`src/rtl/presence_uart_reporter_pkg.sv`:
```
// rtl/presence_uart_reporter_pkg.sv - shared constants and helpers for the presence UART reporters
package presence_uart_reporter_pkg;

  localparam logic [7:0] ASCII_D  = 8'h44;
  localparam logic [7:0] ASCII_N  = 8'h4E;
  localparam logic [7:0] ASCII_LF = 8'h0A;

  typedef enum logic [1:0] {
    ST_IDLE,
    ST_SEND_STAT,
    ST_SEND_LF
  } msg_state_t;

  // Rounded divider so the bit period error stays within half a clock.
  function automatic int baud_div(input int clk_freq, input int baud);
    return (clk_freq + baud / 2) / baud;
  endfunction

  function automatic int hb_cycles(input int clk_freq, input int heartbeat_ms);
    return clk_freq / 1000 * heartbeat_ms;
  endfunction

  function automatic logic [7:0] status_byte(input logic level);
    return level ? ASCII_D : ASCII_N;
  endfunction

endpackage

```
`src/rtl/presence_uart_reporter_uart_tx_8n1.sv`:
```
// rtl/presence_uart_reporter_uart_tx_8n1.sv - 8N1 UART transmitter, LSB first, idle high
module uart_tx_8n1
  import presence_uart_reporter_pkg::*;
#(
  parameter int CLK_FREQ = 50_000_000,
  parameter int BAUD     = 115_200
) (
  input  logic       clk,
  input  logic       rst,
  input  logic       tx_start,
  input  logic [7:0] tx_data,
  output logic       tx_ready,
  output logic       tx
);

  localparam int BAUD_DIV = baud_div(CLK_FREQ, BAUD);
  localparam int DIV_W    = (BAUD_DIV > 1) ? $clog2(BAUD_DIV) : 1;
  localparam logic [DIV_W-1:0] DIV_LAST = DIV_W'(BAUD_DIV - 1);

  logic [DIV_W-1:0] baud_cnt;
  logic [3:0]       bit_idx;
  logic [8:0]       shift;

  // bit_idx: 0 = start bit, 1..8 = data bits, 9 = stop bit.
  always_ff @(posedge clk or posedge rst) begin
    if (rst) begin
      tx       <= 1'b1;
      tx_ready <= 1'b1;
      baud_cnt <= '0;
      bit_idx  <= 4'd0;
      shift    <= '1;
    end else if (tx_ready) begin
      if (tx_start) begin
        tx       <= 1'b0;
        tx_ready <= 1'b0;
        baud_cnt <= '0;
        bit_idx  <= 4'd0;
        shift    <= {1'b1, tx_data};
      end
    end else if (baud_cnt == DIV_LAST) begin
      baud_cnt <= '0;
      if (bit_idx == 4'd9) begin
        tx_ready <= 1'b1;
      end else begin
        tx      <= shift[0];
        shift   <= {1'b1, shift[8:1]};
        bit_idx <= bit_idx + 4'd1;
      end
    end else begin
      baud_cnt <= baud_cnt + DIV_W'(1);
    end
  end

endmodule

```
`src/rtl/presence_uart_reporter.sv`:
```
// rtl/presence_uart_reporter.sv - reports debounced presence level to the RP2040 over UART
module presence_uart_reporter
  import presence_uart_reporter_pkg::*;
#(
  parameter int CLK_FREQ     = 50_000_000,
  parameter int BAUD         = 115_200,
  parameter int HEARTBEAT_MS = 1000
) (
  input  logic        clk,
  input  logic        rst,
  input  logic        object_detected,
  output logic        uart_tx,
  output logic        tx_busy,
  output logic [15:0] event_count
);

  localparam int HB_CYCLES = hb_cycles(CLK_FREQ, HEARTBEAT_MS);
  localparam bit HB_EN     = (HEARTBEAT_MS > 0) && (HB_CYCLES > 0);
  localparam logic [31:0] HB_LAST = HB_EN ? 32'(HB_CYCLES - 1) : 32'd0;

  logic        sync_q1;
  logic        det_s;
  logic        det_d;
  logic        last_reported;
  logic [31:0] hb_cnt;
  logic        hb_expired;
  logic        tx_start;
  logic [7:0]  tx_data;
  logic        tx_ready;
  msg_state_t  state;

  always_ff @(posedge clk or posedge rst) begin
    if (rst) begin
      sync_q1     <= 1'b0;
      det_s       <= 1'b0;
      det_d       <= 1'b0;
      event_count <= 16'd0;
    end else begin
      sync_q1 <= object_detected;
      det_s   <= sync_q1;
      det_d   <= det_s;
      if (det_s && !det_d && (event_count != 16'hFFFF))
        event_count <= event_count + 16'd1;
    end
  end

  assign hb_expired = HB_EN && (hb_cnt == HB_LAST);

  // The LF byte is preloaded while the status byte is on the wire, so the core
  // picks it up one cycle after the status stop bit ends.
  always_ff @(posedge clk or posedge rst) begin
    if (rst) begin
      state         <= ST_IDLE;
      last_reported <= 1'b0;
      tx_start      <= 1'b0;
      tx_data       <= ASCII_N;
      hb_cnt        <= 32'd0;
    end else begin
      case (state)
        ST_IDLE: begin
          if ((det_s != last_reported) || hb_expired) begin
            last_reported <= det_s;
            tx_data       <= status_byte(det_s);
            tx_start      <= 1'b1;
            hb_cnt        <= 32'd0;
            state         <= ST_SEND_STAT;
          end else if (HB_EN) begin
            hb_cnt <= hb_cnt + 32'd1;
          end
        end
        ST_SEND_STAT: begin
          if (tx_ready) begin
            tx_data <= ASCII_LF;
            state   <= ST_SEND_LF;
          end
        end
        ST_SEND_LF: begin
          if (tx_ready) begin
            if (tx_start) tx_start <= 1'b0;
            else          state    <= ST_IDLE;
          end
        end
        default: state <= ST_IDLE;
      endcase
    end
  end

  // Busy covers the frames plus the single gap cycle between status and LF.
  assign tx_busy = ~tx_ready | ((state == ST_SEND_LF) & tx_start);

  uart_tx_8n1 #(
    .CLK_FREQ(CLK_FREQ),
    .BAUD    (BAUD)
  ) u_tx (
    .clk     (clk),
    .rst     (rst),
    .tx_start(tx_start),
    .tx_data (tx_data),
    .tx_ready(tx_ready),
    .tx      (uart_tx)
  );

endmodule
```
`config.mk`:
```
export PLATFORM = sky130hd
export DESIGN_NAME = presence_uart_reporter
export DESIGN_NICKNAME = d
export VERILOG_FILES = /design/src/rtl/presence_uart_reporter_pkg.sv /design/src/rtl/presence_uart_reporter_uart_tx_8n1.sv /design/src/rtl/presence_uart_reporter.sv
export SDC_FILE = /design/constraint.sdc
export NUM_CORES = 1
export LEC_CHECK = 0
export CELL_PAD_IN_SITES_DETAIL_PLACEMENT = 1
export CELL_PAD_IN_SITES_GLOBAL_PLACEMENT = 1
export CORE_MARGIN = 5
export CORE_UTILIZATION = 50
export CTS_BUF_LIST = sky130_fd_sc_hd__clkbuf_16
export CTS_CLUSTER_SIZE = 28
export DETAILED_ROUTE_END_ITERATION = 8
export GPL_TIMING_DRIVEN = 0
export PLACE_DENSITY = 0.91
export SLEW_MARGIN = 20
export SYNTH_ARGS = -nofsm -noshare
export SYNTH_HDL_FRONTEND = slang
export SYNTH_SLANG_ARGS = --single-unit
```
`constraint.sdc`:
```
create_clock -name clk -period 5.8 [get_ports clk]
set_input_delay 0.87 -clock clk [delete_from_list [all_inputs] [get_ports clk]]
set_output_delay 0.87 -clock clk [all_outputs]
set_load 0.005 [all_outputs]
```
==> run_results.csv <==
group,metric,value,unit
final_layout,antenna_cells,0,
final_layout,drive_gt1_share,9.21,%
die,dieArea,9940,um^2
yosys,synthSimpleGateAreaFrac,26.0,%
placed_design,post-place-ws,3100,ps
pwr,sw_frac_of_total,25.4,%
placed_design,dp_hpwl,7.15,mm
worst_setup_path,cp-end-kind,"output pin",
global_routing,grt_pass1_wl,18.3,mm
yosys,synth_top_family_by_area,"simple AND/OR/NAND/NOR gates",
yosys,synthDominantCellAreaShare,42.3,%
yosys,synth_area_per_cell,9.86,um^2
worst_setup_path,critPathTopFamily,"buffers and inverters",
worst_setup_path,rrSetupSlack,3420,ps
sta,finClkSkew,7.86,ps
global_routing,grt_max_degree,53,
hold_path,hp-class,"register to register",
routing,drc,0,
worst_setup_path,crit_type,"register to output pin",
yosys,synth_warnings,0,
cts,post_cts_buffers,0,
die,die_y,99.7,um
yosys,yosys.area_share.adder,1.87,%
pwr,clkPwrFrac,44.1,%
yosys,synthCells,408,
yosys,synth_fp_nets,417,
sta,finalHoldViolCount,0,
final_layout,fill_cells,883,
yosys,synthTopCellsByArea,"dfrtp_1, dfstp_2, xor2_1, nand2_1, xnor2_1",
worst_setup_path,cp_data_arrival_time,2230,ps
yosys,synth.distinct_cells,56,
final_layout,nNetsFinal,449,
yosys,yosysMostFrequentCell,"dfrtp_1",
yosys,ys_seq_area_share,50.1,%
pwr,leakage,1.94,nW
global_routing,antenna_found_initial,0,
cts,clock_latency,340,ps
routing,drt_iter0_drc,183,
sta,min_period,3100,ps
die,num_io_pins,21,
routing,totalWireLength,10.7,mm
cts,cts-root-buf,"clkbuf_16",
worst_setup_path,r2r-start,"hb_cnt[24]$_DFFE_PP0N_",
die,die_x,99.7,um
placed_design,place_congestion,0.868,
sta,fmax,0.323,GHz
worst_setup_path,cp_cell_sequence,"clkbuf_1 -> clkbuf_1 -> o21ai_0 -> clkdlybuf4s50_1",
sta,slew_headroom,46.9,%
sta,slew_viol_final,0,
worst_setup_path,timing.rr.end,"hb_cnt[8]$_DFFE_PP0N_",
sta,finalSetupViolations,0,
worst_setup_path,crit_path_frequent_cell,"clkbuf_1",
cts,ctsResizeCount,0,
worst_setup_path,cp.required,4930,ps
yosys,muxShareOfSynthArea,1.28,%
worst_setup_path,critPathLaunchType,"register",
yosys,synthFlopType,"dfrtp_1",
flow_run,cap_violations,0,
routing,first_pass_iters,4,
routing,routed_via_density,6.01,
cts,path_clk_slew,70,ps
cts,numClockSinks,80,
yosys,synth.largest_area_cell,"dfrtp_1",
routing,wl_per_cell,19.6,um
cts,clk_path_buf_depth,2,
routing,vias,3288,
pwr,ir_drop,0.155,mV
global_routing,grt_pass1_vias,3585,
yosys,ys_ff_latch,80,
global_routing,overflow,0,
pwr,switchingPower,0.348,mW
sta,worst_slack,2700,ps
die,core,7770,um^2
worst_setup_path,reg2reg_depth,7,
status,outcome,"finished clean",
yosys,async_reset_ff_share,100,%
yosys,syn-cell-area,4020,um^2
sta,worst_slew_pin_slew,789,ps
placed_design,numPortBuffers,20,
final_layout,synthToLayoutAreaGrowth,16.7,%
die,initial_core_util,51.8,%
global_routing,grt_usage,23.2,%
cts,numCtsBuffers,9,
worst_setup_path,cpPeakStageDelay,520,ps
yosys,synth_xor_area_share,8.71,%
sta,whs,378,ps
cts,cts_hold_buf,0,
routing,drtAntennaViolNets,0,
pwr,seqPwrFrac,46.2,%
yosys,synth_compound_area_share,9.92,%
pwr,comb_power_share,9.7,%
worst_setup_path,path_max_fanout,10,
hold_path,min_path_cells,0,
worst_setup_path,cp.buffers_inverters,3,
yosys,synthTopCellsByCount,"dfrtp_1, nand2_1, nor2_1, nand3_1, xor2_1",
yosys,synth_edf_count,0,
hold_path,hold_path_end,"det_s$_DFF_PP0_",
hold_path,hp-start,"sync_q1$_DFF_PP0_",
sta,fin_crit_sh,53.4,%
cts,cts_tree,"built",
cts,cts-htree-levels,3,
pwr,p_per_area,291,nW/um^2
pwr,intPower,1.02,mW
sta,rsz0062_at_grt,"false",
worst_setup_path,slowest_stage,"dfstp_2",
die,rows,32,
sta,setup_tns,0,ps
## routing by layer
| layer | vias to the layer above | wire (um) | global-route usage, % |
|---|---|---|---|
| met4 | 0 | 176 | 6.62 |
| li1 | 1526 | - | - |
| met2 | 54 | 5710 | 42.0 |
| met3 | 15 | 320 | 4.70 |
| met1 | 1693 | 4530 | 27.6 |
| met5 | - | 0 | 0 |
## through the flow
stage | power (mW) | instances | area, um^2 | utilization (%)
CTS | 1.38 | 547 | 4700 | 60.5
finish | 1.37 | 547 | 4700 | 60.5
detailed placement | 0.773 | 531 | 4380 | 56.4
global placement | 0.756 | 530 | 4350 | 56.0
global route | 1.42 | 547 | 4700 | 60.5
floorplan | 0.695 | 408 | 4020 | -
## area by class of cell
type,instances,area [um^2],share of cell area (%)
multi-input cells,306,1920,40.9
clock buffers,10,250,5.33
repair buffers,21,228,4.85
inverters,9,36.3,0.773
plain buffers,13,51.3,1.09
clock inverters,6,65.1,1.39
flip-flops and latches,80,2020,43.0
well taps,102,128,2.72
## layout by cell type, fill, tap and decap left out, types with 5 or more instances in the layout
master           Yosys  routed
dfrtp_1             68      68
nand2_1             46      46
nor2_1              38      38
nand3_1             30      30
xor2_1              22      22
nand4_1             20      20
clkdlybuf4s50_1      0      20
xnor2_1             18      18
o21ai_1             17      17
dfstp_2             12      12
clkbuf_1            11      11
o21ai_0             11      11
nand2b_1            10      10
clkbuf_16            0      10
and3_1               8       8
inv_1                9       8
nor3_1               7       7
o31ai_1              6       6
ha_1                 6       6
a31oi_1              5       5
## registers in the layout (all words and copies together) (netlist names), 2 cells and up
register and count:
u_tx.baud_cnt 9, hb_cnt 32, event_count 16, u_tx.shift 8
tx_data 2, state 2, u_tx.bit_idx 4
## worst max-delay path by stage
stage,start,endpoint,slack [ps],cells past startpoint
after detailed placement,u_tx.tx_ready$_DFF_PP1_,tx_busy,3100,4
after global placement,rst,hb_cnt[15]$_DFFE_PP0N_,1630,2
after global routing,u_tx.tx_ready$_DFF_PP1_,tx_busy,2570,4
final,u_tx.tx_ready$_DFF_PP1_,tx_busy,2700,4
after CTS,u_tx.tx_ready$_DFF_PP1_,tx_busy,2700,4
after floorplan,rst,det_d$_DFF_PP0_,2900,1
## power by group through the flow
stage | clock (mW) | combinational (mW) | sequential (mW)
finish | 0.604 | 0.132 | 0.632
global route | 0.639 | 0.145 | 0.639
CTS | 0.610 | 0.135 | 0.632
detailed placement | 0 | 0.133 | 0.640
global placement | 0 | 0.120 | 0.636
floorplan | 0 | 0.0627 | 0.632
## cells by family after synthesis
logic type / count (synthesis)
buf+inv: 22
fa+ha+maj: 6
flops: 80
mux: 5
compound gates: 61
simple gates: 194
xor+xnor: 40
No activity file was read; power rests on OpenSTA's default activity.
